===== src/rtl/ifq_pkg.sv =====
// Shared types for the instruction fetch queue: FSM states and the buffered
// instruction/PC entry.
package ifq_pkg;

    localparam int IFQ_N_INSTR = 16;
    localparam int IFQ_ADDR_W  = 8;

    typedef enum logic {
        FETCH,
        FLUSH
    } ifq_state_t;

    typedef struct packed {
        logic [IFQ_N_INSTR-1:0] instr;
        logic [IFQ_ADDR_W-1:0]  pc;
    } ifq_entry_t;

endpackage


===== src/rtl/ifq_fifo.sv =====
// Circular buffer of fetched instruction/PC entries with synchronous clear.
// The head output keeps showing the last entry presented while the buffer is empty.
module ifq_fifo
    import ifq_pkg::*;
#(
    parameter int DEPTH = 4,
    localparam int PW = $clog2(DEPTH),
    localparam int CW = PW + 1
) (
    input  logic          clk,
    input  logic          rst_n,
    input  logic          push_i,
    input  logic          pop_i,
    input  logic          clear_i,
    input  ifq_entry_t    wdata_i,
    output ifq_entry_t    head_o,
    output logic [CW-1:0] count_o
);

    ifq_entry_t    mem_q [DEPTH];
    logic [PW-1:0] wrPtr_q;
    logic [PW-1:0] rdPtr_q;
    logic [PW-1:0] holdPtr_q;
    logic [CW-1:0] count_q;
    logic [PW-1:0] dispIdx;
    logic          doPush;
    logic          doPop;

    assign doPush  = push_i && !clear_i;
    assign doPop   = pop_i && (count_q != '0) && !clear_i;
    // An empty buffer keeps pointing at whatever was last shown.
    assign dispIdx = (count_q != '0) ? rdPtr_q : holdPtr_q;
    assign head_o  = mem_q[dispIdx];
    assign count_o = count_q;

    always_ff @(posedge clk or negedge rst_n) begin
        if (!rst_n) begin
            for (int i = 0; i < DEPTH; i++) begin
                mem_q[i] <= '0;
            end
            wrPtr_q   <= '0;
            rdPtr_q   <= '0;
            holdPtr_q <= '0;
            count_q   <= '0;
        end else begin
            holdPtr_q <= dispIdx;
            if (clear_i) begin
                wrPtr_q <= '0;
                rdPtr_q <= '0;
                count_q <= '0;
            end else begin
                if (doPush) begin
                    mem_q[wrPtr_q] <= wdata_i;
                    wrPtr_q        <= wrPtr_q + PW'(1);
                end
                if (doPop) begin
                    rdPtr_q <= rdPtr_q + PW'(1);
                end
                count_q <= count_q + CW'(doPush) - CW'(doPop);
            end
        end
    end

endmodule


===== src/rtl/instr_fetch_queue.sv =====
// Sequential instruction fetcher with a credit-limited queue toward the decoder.
// Define IFQ_STALL_COUNT_EN to add the 16-bit saturating stall_cnt output.
module instr_fetch_queue
    import ifq_pkg::*;
#(
    parameter int              N_INSTR  = IFQ_N_INSTR,
    parameter int              ADDR_W   = IFQ_ADDR_W,
    parameter int              DEPTH    = 4,
    parameter logic [ADDR_W-1:0] RESET_PC = '0
) (
    input  logic               clk,
    input  logic               rst_n,
    output logic               imem_req,
    output logic [ADDR_W-1:0]  imem_addr,
    input  logic               imem_gnt,
    input  logic               imem_rvalid,
    input  logic [N_INSTR-1:0] imem_rdata,
    input  logic               redirect_valid,
    input  logic [ADDR_W-1:0]  redirect_pc,
    output logic               out_valid,
    output logic [N_INSTR-1:0] out_instr,
    output logic [ADDR_W-1:0]  out_pc,
`ifdef IFQ_STALL_COUNT_EN
    output logic [15:0]        stall_cnt,
`endif
    input  logic               out_ready
);

    localparam int CW = $clog2(DEPTH) + 1;

    ifq_state_t        state_q, state_d;
    logic [ADDR_W-1:0] fetchPc_q, fetchPc_d;
    logic [ADDR_W-1:0] retPc_q, retPc_d;
    logic [CW-1:0]     outstanding_q, outstanding_d;
    logic [CW-1:0]     stale_q, stale_d;
    logic              started_q;
    logic [CW-1:0]     fifoCount;
    logic              reqAllowed;
    logic              granted;
    logic              rspValid;
    logic              doPush;
    logic              doPop;
    ifq_entry_t        pushEntry;
    ifq_entry_t        headEntry;

    // Requests only go out when every in-flight response is guaranteed a slot.
    assign reqAllowed = started_q && (state_q == FETCH) &&
                        (({1'b0, fifoCount} + {1'b0, outstanding_q}) < (CW+1)'(DEPTH));
    assign imem_req   = reqAllowed && !redirect_valid;
    assign granted    = reqAllowed && imem_gnt;
    assign rspValid   = imem_rvalid && (outstanding_q != '0);
    assign doPush     = rspValid && (stale_q == '0) && !redirect_valid;
    assign doPop      = out_valid && out_ready;
    assign imem_addr  = fetchPc_q;

    assign pushEntry.instr = imem_rdata;
    assign pushEntry.pc    = retPc_q;
    assign out_valid       = (fifoCount != '0);
    assign out_instr       = headEntry.instr;
    assign out_pc          = headEntry.pc;

    // A redirect wins over everything; a grant taken in that cycle becomes stale.
    always_comb begin
        outstanding_d = outstanding_q + CW'(granted) - CW'(rspValid);
        fetchPc_d     = granted ? fetchPc_q + ADDR_W'(1) : fetchPc_q;
        retPc_d       = doPush ? retPc_q + ADDR_W'(1) : retPc_q;
        stale_d       = (rspValid && (stale_q != '0)) ? stale_q - CW'(1) : stale_q;
        state_d       = state_q;
        if ((state_q == FLUSH) && (stale_q == '0)) begin
            state_d = FETCH;
        end
        if (redirect_valid) begin
            fetchPc_d = redirect_pc;
            retPc_d   = redirect_pc;
            stale_d   = outstanding_d;
            state_d   = ((state_q == FLUSH) || (outstanding_d != '0)) ? FLUSH : FETCH;
        end
    end

    always_ff @(posedge clk or negedge rst_n) begin
        if (!rst_n) begin
            state_q       <= FETCH;
            fetchPc_q     <= RESET_PC;
            retPc_q       <= RESET_PC;
            outstanding_q <= '0;
            stale_q       <= '0;
            started_q     <= 1'b0;
        end else begin
            state_q       <= state_d;
            fetchPc_q     <= fetchPc_d;
            retPc_q       <= retPc_d;
            outstanding_q <= outstanding_d;
            stale_q       <= stale_d;
            started_q     <= 1'b1;
        end
    end

    ifq_fifo #(
        .DEPTH (DEPTH)
    ) u_fifo (
        .clk     (clk),
        .rst_n   (rst_n),
        .push_i  (doPush),
        .pop_i   (doPop),
        .clear_i (redirect_valid),
        .wdata_i (pushEntry),
        .head_o  (headEntry),
        .count_o (fifoCount)
    );

`ifdef IFQ_STALL_COUNT_EN
    logic [15:0] stallCnt_q;

    always_ff @(posedge clk or negedge rst_n) begin
        if (!rst_n) begin
            stallCnt_q <= '0;
        end else if (!out_valid && (state_q == FETCH) && (stallCnt_q != 16'hFFFF)) begin
            stallCnt_q <= stallCnt_q + 16'd1;
        end
    end

    assign stall_cnt = stallCnt_q;
`endif

`ifndef SYNTHESIS
    // Memory must never return data that was not requested.
    rvalidWithoutRequest: assert property (@(posedge clk) disable iff (!rst_n)
        imem_rvalid |-> (outstanding_q != '0));
`endif

endmodule


===== config.mk =====
export PLATFORM = sky130hd
export DESIGN_NAME = instr_fetch_queue
export DESIGN_NICKNAME = d
export VERILOG_FILES = /design/src/rtl/ifq_pkg.sv /design/src/rtl/ifq_fifo.sv /design/src/rtl/instr_fetch_queue.sv
export SDC_FILE = /design/constraint.sdc
export NUM_CORES = 1
export LEC_CHECK = 0
export ABC_AREA = 1
export CAP_MARGIN = 20
export CORE_MARGIN = 2
export CORE_UTILIZATION = 62
export CTS_CLUSTER_DIAMETER = 200
export DETAILED_ROUTE_END_ITERATION = 12
export GPL_TIMING_DRIVEN = 0
export PLACE_DENSITY = 0.91
export SETUP_SLACK_MARGIN = 0.15
export SLEW_MARGIN = 20
export SYNTH_ARGS = -nofsm -noshare
export SYNTH_HDL_FRONTEND = slang
export SYNTH_SLANG_ARGS = --single-unit

===== constraint.sdc =====
create_clock -name clk -period 4.4 [get_ports clk]
set_clock_uncertainty 0.05 [all_clocks]
set_input_delay 0.88 -clock clk [delete_from_list [all_inputs] [get_ports clk]]
set_output_delay 0.88 -clock clk [all_outputs]
set_load 0.01 [all_outputs]

## Word-level counts from Yosys, hierarchy flattened

Cells that the tools add are included.

- Word-level logic and storage cells: 85
- Latch bits: 0
- Bits in read-only memories: 0
- Memories kept: 0
- RAM bits: 0
- Flip-flop bits (word level): 129

- $lt $le $gt $ge: 4
- Div/mod/pow operators: 0
- Reductions and logical operators: 28
- Shift operators: 0
- Bitwise operators: 4
- Equal/unequal tests: 0
- Multiply operators: 0
- Add/subtract/negate cells: 10
- Multiplexer cells: 21

Operator list:

| kind | count |
|---|---|
| $bwmux W96 | 1 |
| $mux W24 | 3 |
| $bmux W24 S2 | 1 |
| $demux W24 S2 | 1 |
| $mux W8 | 4 |
| $add A8 B1 Y8 const B | 2 |
| $logic_and A1 B1 Y1 | 14 |
| $reduce_bool A2 Y1 | 6 |
| $reduce_bool A3 Y1 | 4 |
| $mux W2 | 5 |
| $mux W3 | 3 |
| $add A3 B1 Y3 | 2 |
| $ge A3 B3 Y1 const B | 2 |
| $not A2 Y3 | 2 |
| $sub A3 B1 Y3 | 2 |
| $add A2 B1 Y2 const B | 2 |
| $add A3 B3 Y4 | 1 |
| $lt A4 B3 Y1 const B | 1 |
| $logic_not A3 Y1 | 1 |
| $lt A3 B1 Y1 const B | 1 |
| $mux W1 | 3 |
| $sub A3 B1 Y3 const B | 1 |
| $not A1 Y1 | 2 |
| $reduce_and A2 Y1 | 1 |
| 2 further kinds | 2 |

## Logic depth before layout (Yosys ltp)

- Word-level depth: 10
- Mapped depth: 14
- Mapped depth without buffers: 14

## Cells and area by module

A second synthesis with hierarchy kept.

- Cell total of the unflattened synthesis: 894
- Area, all modules: 7123.1 um^2

Modules (own cells, without submodules):

| module | area an instance (um^2) | cells each | instances |
|---|---|---|---|
| ifq_fifo | 5456.5 | 679 | 1 |
| instr_fetch_queue | 1666.6 | 215 | 1 |

## Worst setup path after synthesis

Ideal clock, no wire load.

- Kind: input port to flip-flop
- Start: in redirect_valid
- End: reg u_fifo.count_q[2], in the netlist u_fifo.count_o[2]
- Buffers on the path: 2
- Library setup time: 0.136 ns
- Stages: 9
- Setup slack: 1.722 ns
- Required time: 4.214 ns
- Data arrival time: 2.493 ns
- Path through: buf_2 -> clkbuf_1 -> nor2_1 -> ha_1 -> inv_1 -> ha_1 -> fa_1 -> nor3_1 -> nor3_1

- Word-level cells in the longest chain between the ends: 6
- Elaborated cells on any way between the ends: 7
- Those cells by class: add/sub (2); mux (1); reduce/logical (4)

Ends and longest elaborated chain:

| item | line | text |
|---|---|---|
| from (decl) | instr_fetch_queue.sv:18 | `input logic redirect_valid,` |
| $logic_not A1 Y1 | ifq_fifo.sv:29, ifq_fifo.sv:30, instr_fetch_queue.sv:52 |  |
| $logic_and A1 B1 Y1 | instr_fetch_queue.sv:52 | `assign doPush = rspValid && (stale_q == '0) && !redirect_valid;` |
| $logic_and A1 B1 Y1 | ifq_fifo.sv:29 | `assign doPush = push_i && !clear_i;` |
| $add A3 B1 Y3 | ifq_fifo.sv:59 | `count_q <= count_q + CW'(doPush) - CW'(doPop);` |
| $sub A3 B1 Y3 | ifq_fifo.sv:59 |  |
| $mux W3 * | ifq_fifo.sv:47 | `if (clear_i) begin` |
| to (signal assigned) | ifq_fifo.sv:59 |  |
| to (decl) | ifq_fifo.sv:24 | `logic [CW-1:0] count_q;` |

Mark *: on every way between the ends. The rest lies on a longest branch, timed or not.
A chain may end at the register's enable or synchronous reset.

## Final worst setup path

- Start: reg u_fifo.count_q[1], in the netlist u_fifo.count_o[1]
- End: out out_pc[0]

- Word-level cells in the longest chain between the ends: 6

Ends and longest elaborated chain:

| item | line | text |
|---|---|---|
| $reduce_bool A3 Y1 | ifq_fifo.sv:32 | `assign dispIdx = (count_q != '0) ? rdPtr_q : holdPtr_q;` |
| $mux W2 | ifq_fifo.sv:32 |  |
| $not A2 Y3 (not written as such) | ifq_fifo.sv:33 | `assign head_o = mem_q[dispIdx];` |
| $bmux W24 S2 | ifq_fifo.sv:33 |  |
| $mux W24 (not written as such) (2 in series) | ifq_fifo.sv:33 |  |
| to (decl) | instr_fetch_queue.sv:22 | `output logic [ADDR_W-1:0] out_pc,` |

Every way passes these cells. The select of a mux whose other input is x is not followed.

==> reports/qor.txt <==
status: complete, no violations
area leader, netlist: dfrtp_1
final hold vios: 0
Crit-path slowest cell: clkdlybuf4s50_1
post-synthesis sequential area ratio: 49.3%
Mean Syn Cell Area: 7.93 sq um
max incr delay on CP: 0.54 ns
total grt overflow: 0
GPL Wtd Cong: 0.872
die height: 107 um
Die Area: 11400 sq um
# fillers: 673
critical path class: reg2out
Rows: 37
Yosys top cell area share: 49.3%
CP Max Fanout: 10
drt wl/cell: 15.8 um
commonest cells after routing, fill and taps aside: nand2_1 (305), dfrtp_1 (129), inv_1 (100)
ant diodes: 0
final-report setup violation count: 0
initial drt markers: 539
initial antenna violation count: 0
PwrDens: 631 nW/um^2
largest family of logic cells by synthesized area: simple AND/OR/NAND/NOR gates
clock root cell: clkbuf_8
Synth Register Bits: 129
clock slew at reported path FFs: 0.06 ns
synthesized instance count: 826
H-tree levels: 4
leakage power: 3.87 nW
post-synth cell types: 32
TritonCTS clock tree: built
final instance area: 7930 sq um
Syn. warnings: 0
final std cells w/o fill: 1056
core area: 10300 sq um
Worst EP required: 3.47 ns
Most Frequent Cell on Critical Path: nand2_1
Placed Area: 7370 sq um
mux contribution to synthesized area: 0%
Post-CTS Setup Bufs: 0
total CTS buffers: 17
global-route usage over all layers: 31.7%
RSZ-0062 raised after global routing: false
Post-Synth Adder-Cell Area: 3.29%
Starting Density: 63.7%
clock latency on the worst-skew pair: 0.52 ns
Antenna Nets Post-Route: 0
share of cells above drive strength 1: 9.46%
synth top area cells: dfrtp_1 (49%), nand2_1 (17%), o21ai_0 (7.0%)
first-pass GRT wire length: 28300 um
Placed Cells: 1025
Final Cycle Share: 83.6%
HPWL Detailed: 10500 um
I/O pin cnt: 64
vias in the first global route: 5938
Post-Synth Simple-Gate Area: 22.6%
Final nets: 954
Detailed Routing Iterations Pass 1: 5
syn nets: 872
Die Wd: 107 um
cts hold-fix bufs: 0
final wirelength: 16700 um
Clock Path Buffers: 2
DRC viols: 0
commonest non-fill, non-tap cell in the layout: nand2_1
Post-CTS Resized: 0
Post-Synthesis Cell Area: 6550 sq um
clock sink count: 129
Worst IR Drop VDD: 0.000373 V
WP data arrival: 2.75 ns
f_max: 272 MHz
XOR/XNOR Fraction of Synth Area: 0.401%
post-synthesis compound-gate area fraction: 14.1%
Tmin final: 3.68 ns
crit-path cells: nor2_4 > nand2_4 > nand2_1 > nand2_2 > clkbuf_1 > o21ai_0 > nand2_1 > nand2_1 > clkdlybuf4s50_1
crit path capture type: primary output
Via-to-Cell Ratio: 5.57
routed vias: 5886
max-cap viol count: 0
largest net degree at the start of global routing: 79
CP startpoint kind: flop
Layout area overhead: 21.1%
max-slew violations: 0
relative slew slack: 60.1%
Worst-Margin Slew: 0.599 ns
pre-CTS setup slack: 1.24 ns
worst min path class: in2async
setup ws final: 0.723 ns
hold_ws: 0.208 ns
post-layout util: 77.2%
port bufs: 62
## final cells by class
class	count	area, sq um	area share, %
inverter	103	387	4.87
clock buffer	21	449	5.66
sequential	129	3230	40.7
multi-input combinational	554	2650	33.4
tap	136	170	2.15
clock inverter	10	111	1.40
timing repair buffer	63	653	8.23
buffer	40	285	3.60
## sequential cells by signal, indices dropped and copies added (netlist names)
| name | cells |
|---|---|
| u_fifo.wrPtr_q | 2 |
| outstanding_q | 3 |
| started_q | 1 |
| u_fifo.count_o | 3 |
| u_fifo.holdPtr_q | 2 |
| imem_addr | 8 |
| u_fifo.rdPtr_q | 2 |
| retPc_q | 8 |
| state_q | 1 |
| stale_q | 3 |
| u_fifo.mem_q | 96 |
## cell usage after synthesis, drive strengths merged
| library cell | n |
|---|---|
| a21boi | 1 |
| a21oi | 4 |
| a41oi | 1 |
| buf | 31 |
| clkbuf | 9 |
| clkinv | 1 |
| conb | 1 |
| dfrtp | 129 |
| fa | 2 |
| ha | 14 |
| inv | 102 |
| nand2 | 311 |
| nand3 | 26 |
| nand3b | 3 |
| nand4 | 3 |
| nor2 | 16 |
| nor3 | 3 |
| o211ai | 2 |
| o21a | 1 |
| o21ai | 161 |
| o21bai | 1 |
| or2 | 1 |
| xor2 | 3 |
## final timing paths
kind                                   start          endpoint  slack (ns)  cells after the start
max                        u_fifo.count_o[1]         out_pc[0]        0.72                      9
min                                    rst_n  u_fifo.mem_q[65]        0.21                      1
max reg2reg                u_fifo.count_o[1]        stale_q[1]        1.77                     13
min reg2reg                 u_fifo.mem_q[91]  u_fifo.mem_q[91]        0.43                      2
max in group asynchronous              rst_n  u_fifo.mem_q[50]        3.38                      2
min in group clk            u_fifo.mem_q[91]  u_fifo.mem_q[91]        0.43                      2
## report_power, final
part | switching, mW | internal (mW)
Clock | 0.522 | 0.829
Combinational | 1.18 | 0.799
Sequential | 0.195 | 1.48
Total | 1.90 | 3.10
## critical path: cells and delay by family (launching register included)
kind,cells,cell delay (ns)
buffers and inverters,2,0.82
flip-flops,1,0.44
AND/OR/NAND/NOR,6,0.73
AO/OA/AOI/OAI,1,0.25
## cell families (layout without fill, tap and decap cells)
family / Yosys count / after routing
simple gates: 363 / 363
xor+xnor: 3 / 3
compound gates: 171 / 171
fa+ha+maj: 16 / 16
other cells: 1 / 1
flops: 129 / 129
buf+inv: 143 / 237
## metal layers
layer	vias to the layer above	share of wire, %	track usage (%)
li1	2765	-	-
met1	2792	40	39.9
met2	293	50	53.8
met3	36	8.2	7.66
met4	0	1.9	11.3
met5	-	0	0
## per-stage QoR
step                      TNS [ns]  power [mW]
after floorplan                  0        2.83
after global placement     -326.74        3.54
final                            0        5.00
after global routing             0        5.30
after CTS                        0        4.98
after detailed placement         0        3.60
(Power assumes the default switching activity.)
